`src/rtl/ifetch_packer_pkg.sv`:
```
// Shared constants, state encoding and RISC-V opcode helpers for the fetch packer.
// The backward-taken/forward-not-taken predictor is built only with STATIC_BTFN_PREDICT_EN.
package ifetch_packer_pkg;

    localparam int unsigned BUFFERSIZE = 10;
    localparam int unsigned ISSUEWIDTH = 4;

    localparam logic [7:0] CUT_FLUSH  = 8'hFF;
    localparam logic [6:0] OPC_JAL    = 7'b1101111;
    localparam logic [6:0] OPC_BRANCH = 7'b1100011;

    typedef enum logic [2:0] {
        IDLE,
        FETCH,
        PACK,
        SEND,
        FLUSH
    } state_t;

    // JAL is always taken; a conditional branch is predicted taken only when it jumps backwards.
    function automatic logic btfn_taken(input logic [31:0] w);
        return (w[6:0] == OPC_JAL) || ((w[6:0] == OPC_BRANCH) && w[31]);
    endfunction

    function automatic logic [31:0] btfn_imm(input logic [31:0] w);
        if (w[6:0] == OPC_JAL) begin
            return {{12{w[31]}}, w[19:12], w[20], w[30:21], 1'b0};
        end
        return {{20{w[31]}}, w[7], w[30:25], w[11:8], 1'b0};
    endfunction

endpackage

```
`src/rtl/ifetch_packer_btfn_scan.sv`:
```
// Finds the first predicted-taken control transfer among the first n slots of a fetched line.
module btfn_scan #(
    parameter int unsigned BUFFERSIZE = ifetch_packer_pkg::BUFFERSIZE
) (
    input  logic [32*BUFFERSIZE-1:0] i_words,
    input  logic [32*BUFFERSIZE-1:0] i_pcs,
    input  logic [7:0]               i_n,
    output logic                     o_hit,
    output logic [7:0]               o_k,
    output logic [31:0]              o_target
);
    import ifetch_packer_pkg::*;

    always_comb begin
        o_hit    = 1'b0;
        o_k      = '0;
        o_target = '0;
        for (int unsigned i = 0; i < BUFFERSIZE; i++) begin
            if (!o_hit && (8'(i) < i_n) && btfn_taken(i_words[32*i +: 32])) begin
                o_hit    = 1'b1;
                o_k      = 8'(i);
                o_target = i_pcs[32*i +: 32] + btfn_imm(i_words[32*i +: 32]);
            end
        end
    end

endmodule

```
`src/rtl/ifetch_packer.sv`:
```
// Fetches a line, packs up to i_room instructions with their pcs, and hands packets over a toggle handshake.
// Define STATIC_BTFN_PREDICT_EN to cut packets at the first predicted-taken jump and redirect fetch there.
module ifetch_packer #(
    parameter int unsigned BUFFERSIZE = ifetch_packer_pkg::BUFFERSIZE,
    parameter int unsigned ISSUEWIDTH = ifetch_packer_pkg::ISSUEWIDTH,
    parameter logic [31:0] RESET_PC   = 32'h0000_0000
) (
    input  logic                     clk,
    input  logic                     rst,
    input  logic                     i_redirect,
    input  logic [31:0]              i_redirectPc,
    output logic                     o_memReq,
    output logic [31:0]              o_memAddr,
    input  logic                     i_memAck,
    input  logic [32*BUFFERSIZE-1:0] i_memData,
    output logic                     o_drive,
    input  logic                     i_free,
    output logic [64*BUFFERSIZE-1:0] o_alignedInstructionTable,
    output logic [7:0]               o_cutPostion_8,
    output logic                     o_gotJump,
    output logic [31:0]              o_jumpAddr,
    input  logic [7:0]               i_room
);
    import ifetch_packer_pkg::*;

    localparam logic [7:0]  SLOTS            = 8'(BUFFERSIZE);
    localparam logic [31:0] RESET_PC_ALIGNED = {RESET_PC[31:2], 2'b00};
    localparam int unsigned unused_issuewidth = ISSUEWIDTH;

    state_t                  state_q, state_d;
    logic [31:0]             pc_q, pc_d;
    logic                    drive_q, drive_d;
    logic [64*BUFFERSIZE-1:0] table_q, table_d;
    logic [7:0]              cut_q, cut_d;
    logic                    got_jump_q, got_jump_d;
    logic [31:0]             jump_addr_q, jump_addr_d;
    logic [32*BUFFERSIZE-1:0] data_q, data_d;
    logic                    pending_q, pending_d;
    logic [31:0]             flush_pc_q, flush_pc_d;

    logic [7:0]              n;
    logic [32*BUFFERSIZE-1:0] slot_pcs;
    logic [64*BUFFERSIZE-1:0] packed_table;
    logic                    enter_flush;
    logic                    scan_hit;
    logic [7:0]              scan_k;
    logic [31:0]             scan_target;
    logic                    pred_hit;
    logic [7:0]              pred_k;
    logic [31:0]             pred_target;

    always_comb begin
        n = (i_room > SLOTS) ? SLOTS : i_room;
        for (int unsigned i = 0; i < BUFFERSIZE; i++) begin
            slot_pcs[32*i +: 32]     = pc_q + 32'(4 * i);
            packed_table[64*i +: 64] = (8'(i) < n) ? {pc_q + 32'(4 * i), data_q[32*i +: 32]} : '0;
        end
    end

    btfn_scan #(
        .BUFFERSIZE(BUFFERSIZE)
    ) u_scan (
        .i_words (data_q),
        .i_pcs   (slot_pcs),
        .i_n     (n),
        .o_hit   (scan_hit),
        .o_k     (scan_k),
        .o_target(scan_target)
    );

`ifdef STATIC_BTFN_PREDICT_EN
    assign pred_hit    = scan_hit;
    assign pred_k      = scan_k;
    assign pred_target = scan_target;
`else
    logic unused_scan;
    assign unused_scan = ^{scan_hit, scan_k, scan_target};
    assign pred_hit    = 1'b0;
    assign pred_k      = '0;
    assign pred_target = '0;
`endif

    always_comb begin
        state_d     = state_q;
        pc_d        = pc_q;
        drive_d     = drive_q;
        table_d     = table_q;
        cut_d       = cut_q;
        got_jump_d  = got_jump_q;
        jump_addr_d = jump_addr_q;
        data_d      = data_q;
        pending_d   = pending_q;
        flush_pc_d  = i_redirect ? {i_redirectPc[31:2], 2'b00} : flush_pc_q;
        enter_flush = 1'b0;

        unique case (state_q)
            IDLE: begin
                if (i_redirect) enter_flush = 1'b1;
                else            state_d     = FETCH;
            end
            FETCH: begin
                // The line in flight must still be acked before a redirect can take effect.
                if (i_memAck) begin
                    if (pending_q || i_redirect) begin
                        enter_flush = 1'b1;
                    end else begin
                        data_d  = i_memData;
                        state_d = PACK;
                    end
                end else if (i_redirect) begin
                    pending_d = 1'b1;
                end
            end
            PACK: begin
                if (i_redirect) begin
                    enter_flush = 1'b1;
                end else if (n != 8'd0) begin
                    table_d = packed_table;
                    drive_d = ~drive_q;
                    state_d = SEND;
                    if (pred_hit) begin
                        cut_d       = pred_k;
                        got_jump_d  = 1'b1;
                        jump_addr_d = pred_target;
                        pc_d        = {pred_target[31:2], 2'b00};
                    end else begin
                        cut_d       = n - 8'd1;
                        got_jump_d  = 1'b0;
                        jump_addr_d = '0;
                        pc_d        = pc_q + {22'b0, n, 2'b00};
                    end
                end
            end
            SEND: begin
                if (i_free == drive_q) begin
                    if (pending_q || i_redirect) enter_flush = 1'b1;
                    else                         state_d     = FETCH;
                end else if (i_redirect) begin
                    pending_d = 1'b1;
                end
            end
            FLUSH: begin
                if (i_free == drive_q) begin
                    pc_d      = flush_pc_d;
                    pending_d = 1'b0;
                    state_d   = FETCH;
                end
            end
            default: state_d = IDLE;
        endcase

        // Every route into FLUSH publishes the flush packet in the same cycle.
        if (enter_flush) begin
            state_d     = FLUSH;
            table_d     = '0;
            cut_d       = CUT_FLUSH;
            got_jump_d  = 1'b0;
            jump_addr_d = '0;
            drive_d     = ~drive_q;
            pending_d   = 1'b0;
        end
    end

    always_ff @(posedge clk or negedge rst) begin
        if (!rst) begin
            state_q     <= IDLE;
            pc_q        <= RESET_PC_ALIGNED;
            drive_q     <= 1'b0;
            table_q     <= '0;
            cut_q       <= '0;
            got_jump_q  <= 1'b0;
            jump_addr_q <= '0;
            data_q      <= '0;
            pending_q   <= 1'b0;
            flush_pc_q  <= '0;
        end else begin
            state_q     <= state_d;
            pc_q        <= pc_d;
            drive_q     <= drive_d;
            table_q     <= table_d;
            cut_q       <= cut_d;
            got_jump_q  <= got_jump_d;
            jump_addr_q <= jump_addr_d;
            data_q      <= data_d;
            pending_q   <= pending_d;
            flush_pc_q  <= flush_pc_d;
        end
    end

    assign o_memReq                  = (state_q == FETCH);
    assign o_memAddr                 = (state_q == FETCH) ? pc_q : '0;
    assign o_drive                   = drive_q;
    assign o_alignedInstructionTable = table_q;
    assign o_cutPostion_8            = cut_q;
    assign o_gotJump                 = got_jump_q;
    assign o_jumpAddr                = jump_addr_q;

endmodule
```
`config.mk`:
```
export PLATFORM = sky130hd
export DESIGN_NAME = ifetch_packer
export DESIGN_NICKNAME = d
export VERILOG_FILES = /design/src/rtl/ifetch_packer_pkg.sv /design/src/rtl/ifetch_packer_btfn_scan.sv /design/src/rtl/ifetch_packer.sv
export SDC_FILE = /design/constraint.sdc
export NUM_CORES = 2
export LEC_CHECK = 0
export ABC_AREA = 1
export BUFFER_PORTS_ARGS = -buffer_cell sky130_fd_sc_hd__buf_2
export CAP_MARGIN = 0
export CELL_PAD_IN_SITES_DETAIL_PLACEMENT = 0
export CELL_PAD_IN_SITES_GLOBAL_PLACEMENT = 1
export CORE_AREA = 2 2 415 417
export CTS_BUF_LIST = sky130_fd_sc_hd__clkbuf_2 sky130_fd_sc_hd__clkbuf_4 sky130_fd_sc_hd__clkbuf_8
export CTS_CLUSTER_SIZE = 25
export DETAILED_ROUTE_END_ITERATION = 8
export DIE_AREA = 0 0 417 419
export MAX_ROUTING_LAYER = met4
export PLACE_DENSITY = 0.62
export SLEW_MARGIN = 20
export SYNTH_ARGS = -nofsm -noshare
export SYNTH_HDL_FRONTEND = slang
export SYNTH_HIERARCHICAL = 1
export SYNTH_SLANG_ARGS = --single-unit
```
`constraint.sdc`:
```
create_clock -name clk -period 5.88 [get_ports clk]
set_input_delay 0.882 -clock clk [delete_from_list [all_inputs] [get_ports clk]]
set_output_delay 0.882 -clock clk [all_outputs]
set_load 0.05 [all_outputs]
```
; ---- Word level (Yosys, flattened, before mapping)
; Index checks and enable logic that the tools add are counted.
[op_classes]
order_cmp = 11
reduce_logical = 13
n_mux = 58
add_sub_neg = 11
bitwise_logic = 2
eq_ne = 19
[op_table]
columns = cell, count
row1 = two-way mux 640 bit, 4
row2 = two-way mux 64 bit, 10
row3 = two-way mux 32 bit, 9
row4 = adder 32 x 5 -> 32 bit (second input constant), 4
row5 = adder 32 x 4 -> 32 bit (second input constant), 2
row6 = adder 32 x 6 -> 32 bit (second input constant), 2
row7 = case mux 32 bit (2 select lines), 1
row8 = two-way mux 8 bit, 5
row9 = adder 32 x 10 -> 32 bit, 1
row10 = adder 32 x 3 -> 32 bit (second input constant), 1
row11 = less-than comparator 3 x 8 -> 1 bit (first input constant), 4
row12 = two-way mux 3 bit, 9
row13 = != test 3 bit (second input constant), 8
row14 = two-way mux 1 bit, 17
row15 = less-than comparator 1 x 8 -> 1 bit (first input constant), 2
row16 = less-than comparator 2 x 8 -> 1 bit (first input constant), 2
row17 = less-than comparator 4 x 8 -> 1 bit (first input constant), 2
row18 = case mux 3 bit (5 select lines), 1
row19 = > comparator 8 x 4 -> 1 bit (second input constant), 1
row20 = AND reduction 4 bit, 2
row21 = AND reduction 8 bit, 1
row22 = nonzero test 8 bit, 1
row23 = subtractor 8 x 1 -> 8 bit (second input constant), 1
row24 = equality test 3 x 2 -> 1 bit (second input constant), 2
row25 = other kinds (15), 22
[word_totals]
word_cells = 124
out_inout_bits = 715
inputBits = 365
regBits = 1070

; ---- Depth between registers and ports, before layout
[depth]
word_depth = 8
depth_mapped = 18
ltp_nobuf = 18

; ---- Least setup slack after synthesis
; OpenSTA, ideal clock, no wires.
[synth_timing]
path_kind = input -> register
start = input i_room[5]
end = register pc_q[24]
path_buffers = 1
setup_slack_ns = 2.698
arrival_ns = 3.065
t_required_ns = 5.763
cell_stages = 17
setup_ns = 0.117
cell_sequence = nor2_1 -> nand3_1 -> a21oi_1 -> nand2_1 -> inv_1 -> ha_1 -> inv_1 -> fa_1 -> nor2_1 -> o21ai_0 -> nand2_1 -> clkbuf_1 -> nand3_1 -> nand2_1 -> nand3_1 -> nand2_1 -> nand2_1
[synth_via]
elab_chain_cells = 6
word_cells_on_any_way = 9
cone_classes = 1 x add/sub / 1 x order compare / 1 x eq/ne / 4 x mux / 2 x reduce/logical
[synth_lines]
columns = item, line
row1 = start: declaration, ifetch_packer.sv:22  ; input logic [7:0] i_room
row2 = > comparator 8 x 4 -> 1 bit, ifetch_packer.sv:53  ; n = (i_room > SLOTS) ? SLOTS : i_room;
row3 = two-way mux 8 bit *, ifetch_packer.sv:53
row4 = adder 32 x 10 -> 32 bit, ifetch_packer.sv:130  ; pc_d = pc_q + {22'b0, n, 2'b00};
row5 = two-way mux 32 bit, ifetch_packer.sv:117  ; end else if (n != 8'd0) begin
row6 = two-way mux 32 bit, ifetch_packer.sv:115  ; if (i_redirect) begin
row7 = case mux 32 bit (2 select lines), ifetch_packer.sv:96  ; unique case (state_q)
row8 = end signal: assignment, ifetch_packer.sv:178  ; pc_q <= pc_d;
row9 = end: declaration, ifetch_packer.sv:31  ; logic [31:0] pc_q, pc_d;
; Mark *: on every way between the ends. The rest lies on a longest branch, timed or not. The select of a mux whose other input is x is not followed.
; A chain may end at the register's enable or synchronous reset.

; ---- Worst setup path in the final report
[layout_timing]
start = register pc_q[22]
end = output o_memAddr[22]
[layout_via]
elab_chain_cells = 1
[layout_lines]
columns = item, line
row1 = two-way mux 32 bit, ifetch_packer.sv:191  ; assign o_memAddr = (state_q == FETCH) ? pc_q : '0;
row2 = end: declaration, ifetch_packer.sv:13  ; output logic [31:0] o_memAddr,
; No other way between the ends.

==> metrics.csv <==
metric;value;unit
worst hold path startpoint;i_memData[25];
worst setup path startpoint;pc_q[22];
pin count of the biggest net entering global routing;163;
violated checks;DRC;
H-tree Lvls;4;
HP Class;primary input to flop;
post-synth cell types;39;
summed instance area of the synthesized netlist;44700;sq um
Synth top area share;58.0;%
number of clock sinks;1037;
DRT iter0 DRCs;2895;
final RePlAce weighted congestion;0.981;
Clk Tree Root Cell;sky130_fd_sc_hd__clkbuf_8;
slew of the pin with the lowest slew margin;1.24;ns
ratio of final minimum period to clock period;72.5;%
floorplan die area;175000;sq um
routed wirelength normalized by instance count;24.9;microns
final instance area;56700;sq um
Period minus WS final;4.26;ns
final number of hold-violating endpoints;0;
fraction of final layout cells with drive strength greater than 1;29.8;%
area of the core;171000;sq um
number of nets in the layout;6302;
total congestion overflow after global routing;0;
area overhead of the layout relative to synthesis;26.8;%
Gate Count Post-Synth;4802;
commonest cells after routing, fill and taps aside;2075 x sky130_fd_sc_hd__nand2_1, 1043 x sky130_fd_sc_hd__buf_2, 1037 x sky130_fd_sc_hd__dfrtp_1;
count of vias placed by the detailed router;37897;
clock insertion delay at the later pin of the skew report;0.96;ns
RSZ-0062 raised after global routing;false;
Critical Path RT;5.00;ns
CTS tree;built;
outcome;finished with violations;
total leakage power;30.9;nW
dominant cells by area after synthesis;sky130_fd_sc_hd__dfrtp_1 58%, sky130_fd_sc_hd__nand2_1 17%, sky130_fd_sc_hd__mux2_2 6.5%, sky130_fd_sc_hd__nand3_1 2.4%, sky130_fd_sc_hd__xor2_1 2.4%;
proportion of synthesized chip area in sequential cells;58.0;%
areal power density over the cells;573;nW/um^2
area leader, netlist;sky130_fd_sc_hd__dfrtp_1;
Crit path arrival time;3.38;ns
number of clock buffers inserted by TritonCTS;189;
number of input and output port buffers inserted;1044;
worst-case clock buffer depth;3;
relative slew slack;16.3;%
Avg Synthesized Cell Area;9.31;sq um
kind of end point of the critical path;output pin;
Residual DRC;8;
Synth warnings;6;
crit path kind;flop to output pin;
Final Max Slew Viols;0;
setup slack of the worst register-to-register path;1.84;ns
vias in the first global route;37929;
floorplan die height;419;microns
drt first pass iters;9;
timing-limited maximum frequency;235;MHz
area post-placement;52400;sq um
overall routed net length;207000;microns
Worst Setup Start Kind;flop;
Post-DRT Antenna Nets;0;
commonest non-fill, non-tap cell in the layout;sky130_fd_sc_hd__nand2_1;
clock-pin transition on the worst setup and hold timing paths;0.06;ns
total routing resource utilization after global routing;23.8;%
initial cell density of the core;26.2;%
Ports;1080;
antenna violations before repair;25;
width of the chip;417;microns
Max IR drop VDD;263;uV
cts repair resizes;0;
max-cap check violation count;0;
final worst clock skew;0.0642;ns
number of standard-cell rows in the floorplan;152;
setup violators final;0;
highest net fanout along the worst path;11;
detailed placement HPWL;153000;microns
setup_tns;0;ns
synthesized flop and latch total;1037;
global-route wire length before repair;287000;microns
Vias per Instance;4.56;
launching point of the worst reg2reg path;pc_q[5];
fill cell total of the finished layout;18017;
registers in the layout (all words and copies together) (netlist names):
register / cells
o_drive: 1
o_alignedInstructionTable: 640
state_q: 3
o_cutPostion_8: 8
data_q: 320
flush_pc_q: 32
pc_q: 32
pending_q: 1
metal layers:
layer	GRT usage [%]	share of wire, %	up-vias
met2	39.1	49	1500
met4	10.5	4.6	0
met3	5.97	7.1	353
met5	-	0	-
li1	-	-	17361
met1	27.6	39	18683
repair_timing:
item | 4_1_cts | 5_1_grt
setup buffers | 0 | 0
endpoints found under the setup margin | 0 | 0
hold endpoints to repair | 74 | 0
hold buffers | 11 | 0
Yosys cell counts, drive strengths merged:
| cell | number |
|---|---|
| o21a | 2 |
| or2 | 4 |
| nand3 | 219 |
| clkbuf | 64 |
| xnor2 | 3 |
| dfrtp | 1037 |
| mux2i | 1 |
| o21bai | 1 |
| inv | 160 |
| o21ai | 238 |
| ha | 24 |
| nand2 | 2086 |
| clkinv | 14 |
| conb | 1 |
| a21oi | 21 |
| nor2 | 243 |
| o31ai | 4 |
| nand4 | 14 |
| fa | 1 |
| xor2 | 120 |
| a31oi | 2 |
| mux2 | 320 |
| nor3 | 13 |
| o211ai | 4 |
| buf | 206 |
critical path, stage by stage (launching register included):
cell and delay, ns:
sky130_fd_sc_hd__dfrtp_1 0.81, sky130_fd_sc_hd__clkinv_1 0.77, sky130_fd_sc_hd__nor2_1 0.50, sky130_fd_sc_hd__buf_2 0.34
cell families (layout without fill, tap and decap cells):
logic type | Yosys count | after routing | synth area share (%)
and+or+nand+nor | 2579 | 2579 | 22.8
DFF | 1037 | 1037 | 58.0
buffers and inverters | 444 | 1664 | 4.85
muxes | 321 | 321 | 8.08
AOI/OAI and AO/OA | 272 | 272 | 3.12
xor gates and xnor gates | 123 | 123 | 2.41
adders and majority gates | 25 | 25 | 0.716
other | 1 | 60 | 0.00839
through the flow:
step | power [mW] | util (%) | worst slack, ns | hold WS [ns] | std cells
global route | 34.1 | 33.2 | 1.41 | 0.0654 | 8310
finish | 32.5 | 33.2 | 1.62 | 0.131 | 8314
detailed placement | 25.1 | 30.7 | 0.664 | 0.447 | 7943
floorplan | 19.9 | - | 2.70 | 0.426 | 4838
CTS | 32.9 | 33.2 | 1.53 | 0.000126 | 8291
global placement | 25.0 | 30.7 | 0.708 | 0.439 | 7943
where the power goes:
group / switching [mW] / internal (mW)
Sequential: 1.57 / 9.53
Combinational: 10.6 / 3.26
Clock: 3.27 / 4.29
Total: 15.4 / 17.1
area by class of cell:
class	count	area, sq um	share of cell area (%)
diodes	23	57.6	0.102
repair buffers	1153	6290	11.1
clock inverters	32	369	0.651
clock buffers	305	3780	6.67
inverters	174	661	1.17
well taps	2233	2790	4.93
flip-flops and latches	1037	25900	45.8
multi-input cells	3357	16800	29.6
worst paths after layout:
kind | to | depth (start not counted)
worst min-delay path | data_q[25] | 2
worst max register to register | o_alignedInstructionTable[245] | 10
worst max-delay path | o_memAddr[22] | 3
worst min register to register | o_alignedInstructionTable[576] | 2
max in group asynchronous | flush_pc_q[20] | 3
min in group asynchronous | data_q[286] | 2
Power figures use the tool's default switching activity.
